File: config.mk
export PLATFORM = sky130hd
export DESIGN_NAME = pd_power_sequencer
export DESIGN_NICKNAME = d
export VERILOG_FILES = /design/src/rtl/pd_seq_pkg.sv /design/src/rtl/pd_seq_timer.sv /design/src/rtl/pd_power_sequencer.sv
export SDC_FILE = /design/constraint.sdc
export NUM_CORES = 1
export LEC_CHECK = 0
export ABC_AREA = 0
export CAP_MARGIN = 15
export CORE_AREA = 3 3 49 51
export DETAILED_ROUTE_END_ITERATION = 10
export DIE_AREA = 0 0 52 54
export DONT_BUFFER_PORTS = 1
export PLACE_DENSITY = 0.62
export SETUP_SLACK_MARGIN = 0.2
export SYNTH_ARGS = -nofsm -noshare
export SYNTH_HDL_FRONTEND = slang
export SYNTH_SLANG_ARGS = --single-unit
export TNS_END_PERCENT = 20
File: constraint.sdc
create_clock -name clk -period 2.6 [get_ports clk]
set_input_delay 0.39 -clock clk [delete_from_list [all_inputs] [get_ports clk]]
set_output_delay 0.39 -clock clk [all_outputs]
set_load 0.05 [all_outputs]
File: src/rtl/pd_seq_pkg.sv
// Shared types and defaults for the power-domain sequencer.
// PSEQ_RETENTION_EN enables the retention save/restore strobes in the output decode.
package pd_seq_pkg;

  localparam int PSEQ_ISO_SETTLE  = 4;
  localparam int PSEQ_RET_CYC     = 2;
  localparam int PSEQ_ACK_TIMEOUT = 64;

  typedef enum logic [3:0] {
    ST_OFF     = 4'd0,
    ST_SW_ON   = 4'd1,
    ST_RESTORE = 4'd2,
    ST_ISO_OFF = 4'd3,
    ST_ON      = 4'd4,
    ST_ISO_ON  = 4'd5,
    ST_SAVE    = 4'd6,
    ST_SW_OFF  = 4'd7,
    ST_ERR     = 4'd8
  } pseq_state_e;

  typedef struct packed {
    logic pwr_sw_en;
    logic iso_en;
    logic ret_save;
    logic ret_restore;
    logic pwr_on;
    logic busy;
    logic err;
  } pseq_out_t;

  function automatic pseq_out_t pseq_decode(input pseq_state_e st);
    pseq_out_t o;
    o.pwr_sw_en   = 1'b0;
    o.iso_en      = 1'b1;
    o.ret_save    = 1'b0;
    o.ret_restore = 1'b0;
    o.pwr_on      = 1'b0;
    o.busy        = 1'b0;
    o.err         = 1'b0;
    case (st)
      ST_OFF: begin
        o.busy = 1'b0;
      end
      ST_SW_ON, ST_ISO_OFF, ST_ISO_ON: begin
        o.pwr_sw_en = 1'b1;
        o.busy      = 1'b1;
      end
      ST_RESTORE: begin
        o.pwr_sw_en = 1'b1;
        o.busy      = 1'b1;
`ifdef PSEQ_RETENTION_EN
        o.ret_restore = 1'b1;
`else
        o.ret_restore = 1'b0;
`endif
      end
      ST_SAVE: begin
        o.pwr_sw_en = 1'b1;
        o.busy      = 1'b1;
`ifdef PSEQ_RETENTION_EN
        o.ret_save = 1'b1;
`else
        o.ret_save = 1'b0;
`endif
      end
      ST_ON: begin
        o.pwr_sw_en = 1'b1;
        o.iso_en    = 1'b0;
        o.pwr_on    = 1'b1;
      end
      ST_SW_OFF: begin
        o.busy = 1'b1;
      end
      ST_ERR: begin
        o.err = 1'b1;
      end
      default: begin
        o.err = 1'b1;
      end
    endcase
    return o;
  endfunction

endpackage

File: src/rtl/pd_seq_timer.sv
// Saturating step timer for the power sequencer: sync clear on state entry,
// flags expiry when the count reaches LIMIT.
module pd_seq_timer #(
  parameter int LIMIT = 64,
  parameter int CNT_W = $clog2(LIMIT + 1)
) (
  input  logic             clk,
  input  logic             rst_n,
  input  logic             clr,
  output logic [CNT_W-1:0] cnt,
  output logic             expire
);

  localparam logic [CNT_W-1:0] LIMIT_C = CNT_W'(LIMIT);
  localparam logic [CNT_W-1:0] ONE_C   = CNT_W'(1);

  logic [CNT_W-1:0] cnt_r;

  // count up from zero, hold at LIMIT, restart on clear
  always_ff @(posedge clk or negedge rst_n) begin
    if (!rst_n) begin
      cnt_r <= {CNT_W{1'b0}};
    end else if (clr) begin
      cnt_r <= {CNT_W{1'b0}};
    end else if (cnt_r != LIMIT_C) begin
      cnt_r <= cnt_r + ONE_C;
    end else begin
      cnt_r <= cnt_r;
    end
  end

  assign cnt    = cnt_r;
  assign expire = (cnt_r == LIMIT_C);

endmodule

File: src/rtl/pd_power_sequencer.sv
// Power-domain sequencer: switch enable, isolation and retention strobes in order,
// with switch-ack timeout. PSEQ_RETENTION_EN adds the save/restore steps.
module pd_power_sequencer
  import pd_seq_pkg::*;
#(
  parameter int ISO_SETTLE  = PSEQ_ISO_SETTLE,
  parameter int RET_CYC     = PSEQ_RET_CYC,
  parameter int ACK_TIMEOUT = PSEQ_ACK_TIMEOUT
) (
  input  logic clk,
  input  logic rst_n,
  input  logic pwr_down_req,
  input  logic pwr_up_req,
  input  logic pwr_sw_ack,
  input  logic err_clr,
  output logic pwr_sw_en,
  output logic iso_en,
  output logic ret_save,
  output logic ret_restore,
  output logic pwr_on,
  output logic busy,
  output logic err
);

  localparam int CNT_W = $clog2(ACK_TIMEOUT + 1);
  localparam logic [CNT_W-1:0] ISO_LAST = CNT_W'(ISO_SETTLE - 1);
  localparam logic [CNT_W-1:0] RET_LAST = CNT_W'(RET_CYC - 1);

`ifdef PSEQ_RETENTION_EN
  localparam pseq_state_e AFTER_SW_ON  = ST_RESTORE;
  localparam pseq_state_e AFTER_ISO_ON = ST_SAVE;
`else
  localparam pseq_state_e AFTER_SW_ON  = ST_ISO_OFF;
  localparam pseq_state_e AFTER_ISO_ON = ST_SW_OFF;
`endif

  pseq_state_e      state_r;
  pseq_state_e      state_nxt_s;
  pseq_out_t        out_nxt_s;
  logic [CNT_W-1:0] cnt_s;
  logic [CNT_W-1:0] hold_last_s;
  logic             hold_done_s;
  logic             timeout_s;
  logic             tmr_clr_s;

  // timer restarts whenever the state is about to change
  assign tmr_clr_s = (state_nxt_s != state_r);

  pd_seq_timer #(
    .LIMIT (ACK_TIMEOUT),
    .CNT_W (CNT_W)
  ) u_timer (
    .clk    (clk),
    .rst_n  (rst_n),
    .clr    (tmr_clr_s),
    .cnt    (cnt_s),
    .expire (timeout_s)
  );

  // select the last timer value of the current hold step
  always_comb begin
    hold_last_s = ISO_LAST;
    if ((state_r == ST_SAVE) || (state_r == ST_RESTORE)) begin
      hold_last_s = RET_LAST;
    end else begin
      hold_last_s = ISO_LAST;
    end
    hold_done_s = (cnt_s == hold_last_s);
  end

  // next-state logic; requests are only looked at in the two stable states
  always_comb begin
    state_nxt_s = state_r;
    case (state_r)
      ST_OFF: begin
        if (pwr_up_req) state_nxt_s = ST_SW_ON;
        else            state_nxt_s = ST_OFF;
      end
      ST_SW_ON: begin
        if (pwr_sw_ack)     state_nxt_s = AFTER_SW_ON;
        else if (timeout_s) state_nxt_s = ST_ERR;
        else                state_nxt_s = ST_SW_ON;
      end
`ifdef PSEQ_RETENTION_EN
      ST_RESTORE: begin
        if (hold_done_s) state_nxt_s = ST_ISO_OFF;
        else             state_nxt_s = ST_RESTORE;
      end
      ST_SAVE: begin
        if (hold_done_s) state_nxt_s = ST_SW_OFF;
        else             state_nxt_s = ST_SAVE;
      end
`endif
      ST_ISO_OFF: begin
        if (hold_done_s) state_nxt_s = ST_ON;
        else             state_nxt_s = ST_ISO_OFF;
      end
      ST_ON: begin
        if (pwr_down_req) state_nxt_s = ST_ISO_ON;
        else              state_nxt_s = ST_ON;
      end
      ST_ISO_ON: begin
        if (hold_done_s) state_nxt_s = AFTER_ISO_ON;
        else             state_nxt_s = ST_ISO_ON;
      end
      ST_SW_OFF: begin
        if (!pwr_sw_ack)    state_nxt_s = ST_OFF;
        else if (timeout_s) state_nxt_s = ST_ERR;
        else                state_nxt_s = ST_SW_OFF;
      end
      ST_ERR: begin
        if (err_clr) state_nxt_s = ST_OFF;
        else         state_nxt_s = ST_ERR;
      end
      // unreachable encodings fall into the safe error state
      default: begin
        state_nxt_s = ST_ERR;
      end
    endcase
  end

  // outputs are decoded from the next state so they move with the state register
  always_comb begin
    out_nxt_s = pseq_decode(state_nxt_s);
  end

  // state and registered outputs, async reset to the safe powered-off values
  always_ff @(posedge clk or negedge rst_n) begin
    if (!rst_n) begin
      state_r     <= ST_OFF;
      pwr_sw_en   <= 1'b0;
      iso_en      <= 1'b1;
      ret_save    <= 1'b0;
      ret_restore <= 1'b0;
      pwr_on      <= 1'b0;
      busy        <= 1'b0;
      err         <= 1'b0;
    end else begin
      state_r     <= state_nxt_s;
      pwr_sw_en   <= out_nxt_s.pwr_sw_en;
      iso_en      <= out_nxt_s.iso_en;
      ret_save    <= out_nxt_s.ret_save;
      ret_restore <= out_nxt_s.ret_restore;
      pwr_on      <= out_nxt_s.pwr_on;
      busy        <= out_nxt_s.busy;
      err         <= out_nxt_s.err;
    end
  end

endmodule

==> flow_metrics.tcl <==
set metrics [dict create \
    status "complete, no violations" \
    pin_count 13 \
    tritoncts "yes" \
    yosysTopAreaCellShare 0.377 \
    crit_chain "or4_4, o2111ai_1, o31a_2, and4_1, nor4_1" \
    vias 771 \
    drv_slew 0 \
    worstHoldStart "pwr_down_req" \
    synthFlopType "dfrtp_1" \
    port_buffers 0 \
    finalClockSkew_ns 0.00503 \
    synth_cell_type_count 45 \
    synthesis.area_um2 996 \
    die_w_um 52 \
    drive_above_1_share 0.170 \
    die_h_um 54 \
    avgSynthCellArea_um2 9.86 \
    multi_input_area_um2 529 \
    fp-row-count 16 \
    grt_pass1_wl_um 3520 \
    synthTopCellsByCount "15 x dfrtp_1, 7 x inv_1, 7 x nand3_1, 7 x nor4_1, 7 x o21ai_0" \
    coreArea_mm2 0.00198 \
    clkSinkCount 16 \
    drv_cap 0 \
    clk_latency_ns 0.29 \
    relSlewSlack 0.538 \
    track_usage 0.169 \
    grt_max_degree 17 \
    placed_area_um2 991 \
    slowest_stage "or4_4" \
    ys_warn_count 0 \
    rr_worst_depth 5 \
    gr-total-overflow 0 \
    ys_seq_area_frac 0.403 \
    ant_nets 0 \
    firstDrtPassIters 4 \
    clock-root-buffer "clkbuf_4" \
    path_max_fanout 7 \
    syn_inst 101 \
    hold_depth 2 \
    dp_hpwl_um 1510 \
    clockBufferDepth 2 \
    tightest_slew_ns 0.691 \
    crit_arrival_ns 2.29 \
    start_util 0.503 \
    required_ns 2.76 \
    critPathMaxStageDelay_ns 0.61 \
    cts_made_buffers 3 \
    setup_violations 0 \
    irDropWorstVdd_mv 0.442 \
    viasPerCell 6.07 \
    seqCellArea_um2 402 \
    detail_route.wl_per_cell_um 15.6 \
    crit_family "simple AND/OR/NAND/NOR gates" \
    syn_to_final_growth_pct 4.15 \
    fin_crit_sh 0.819 \
    final_area_mm2 0.00104 \
    hold_class "in2reg" \
    ys_ff_latch 16 \
    p_leak_nw 0.423 \
    min_period_ns 2.13 \
    cts.clk_slew.worst_paths_ns 0.09 \
    fmax_mhz 470 \
    end_kind "register" \
    dieArea_mm2 0.00281 \
    hold_violations 0 \
    rsz0062_at_grt "no" \
    first_global_vias 804 \
    final_nets 109 \
    criticalPathCategory "reg2reg" \
    drc 0 \
    p_per_area_mw_per_mm2 1010 \
    async_flop_share 1.00 \
    worstSetupStartpointType "register" \
    yosysMostFrequentCell "dfrtp_1" \
    antenna_cells 0 \
    antenna_found_initial 0 \
    regToRegStartpoint "u_timer.cnt[3]$_DFFE_PN0P_" \
    r2r_end "u_timer.cnt[3]$_DFFE_PN0P_" \
    htreeDepth 1 \
    routabilityCongestion 0.822 \
    min_to "busy$_DFF_PN0_" \
    fin_tns_setup_ns 0 \
    synth_area_leaders "dfrtp_1 38%, nor4_1 4.4%, a32oi_1 3.5%" \
    num-fill-cells 182 \
    path_buf_inv 0 \
    synth-edff-count 0 \
    synth_top_area_cell "dfrtp_1" \
    dr.first_iter.drc_count 9 \
    finalWirelength_um 1990 \
    r2r_slack_ns 0.47 \
]
through the flow:
stage	hold slack [ns]	total power (W)	util	instances	setup WS [ns]
after floorplan	0.0944	0.000810	-	102	0.595
after global placement	0.0947	0.000875	0.500	122	0.515
after detailed placement	0.0948	0.000880	0.500	122	0.499
after CTS	0.303	0.00105	0.523	127	0.476
after global routing	0.323	0.00113	0.523	127	0.320
final	0.305	0.00105	0.523	127	0.470
layout make-up:
class | count | share of cell area
repair buffers | 1 | 0.00965
inverters | 7 | 0.0253
well taps | 27 | 0.0326
flip-flops and latches | 16 | 0.387
multi-input cells | 72 | 0.510
clock buffers | 4 | 0.0350
report_power, final:
part / total (W) / switching [W] / internal [W]
logic: 0.000400 / 0.000242 / 0.000159
clock network: 0.000167 / 0.0000820 / 0.0000852
registers: 0.000483 / 0.000172 / 0.000311
metal layers:
metal,track usage,wire [µm],up-vias
li1,-,-,377
met1,0.203,891,378
met2,0.295,1000,12
met3,0.0249,55,4
met4,0.0830,34,0
met5,0,0,-
state kept, by name, summed over array words and instances, names as in the netlist:
register and flops:
err 1, pwr_sw_en 1, pwr_on 1, state_r 4
iso_en 1, busy 1, u_timer.cnt 7
cells in the final DEF (no fill, tap or decap), types with 2 or more instances in the layout:
cell type / Yosys / final
o22ai_1: 2 / 2
conb_1: 1 / 2
inv_1: 7 / 7
ha_1: 2 / 2
nand2_1: 4 / 4
o211ai_1: 2 / 2
clkbuf_4: 0 / 3
nor3_1: 2 / 2
xor2_1: 4 / 4
nor2_1: 3 / 3
o21ai_0: 7 / 7
nor4_1: 7 / 7
dfrtp_1: 15 / 15
nand3_1: 7 / 7
a32oi_1: 4 / 4
how the worst max path moves through the flow:
stage	to	from	cells past startpoint
2_1_floorplan	u_timer.cnt[0]$_DFFE_PN0P_	u_timer.cnt[3]$_DFFE_PN0P_	7
3_3_place_gp	u_timer.cnt[3]$_DFFE_PN0P_	u_timer.cnt[3]$_DFFE_PN0P_	5
3_5_place_dp	u_timer.cnt[3]$_DFFE_PN0P_	u_timer.cnt[3]$_DFFE_PN0P_	5
4_1_cts	u_timer.cnt[3]$_DFFE_PN0P_	u_timer.cnt[3]$_DFFE_PN0P_	5
5_1_grt	u_timer.cnt[5]$_DFFE_PN0P_	u_timer.cnt[3]$_DFFE_PN0P_	5
6_report	u_timer.cnt[3]$_DFFE_PN0P_	u_timer.cnt[3]$_DFFE_PN0P_	5
cell families after synthesis:
family	count (synthesis)	share of synthesized area
other	1	0.00377
AND/OR/NAND/NOR	38	0.245
flip-flops	16	0.403
adder cells (fa/ha/maj)	2	0.0251
multiplexers	2	0.0214
AO/OA/AOI/OAI	23	0.188
buffers and inverters	14	0.0691
XOR/XNOR	5	0.0440
repair_timing:
| item | 4_1_cts | 5_1_grt |
|---|---|---|
| setup buffers | 0 | 0 |
| hold buffers | 1 | 0 |
| resized for setup | 0 | 0 |
| hold endpoints to repair | 16 | 0 |
(Power assumes the default switching activity.)
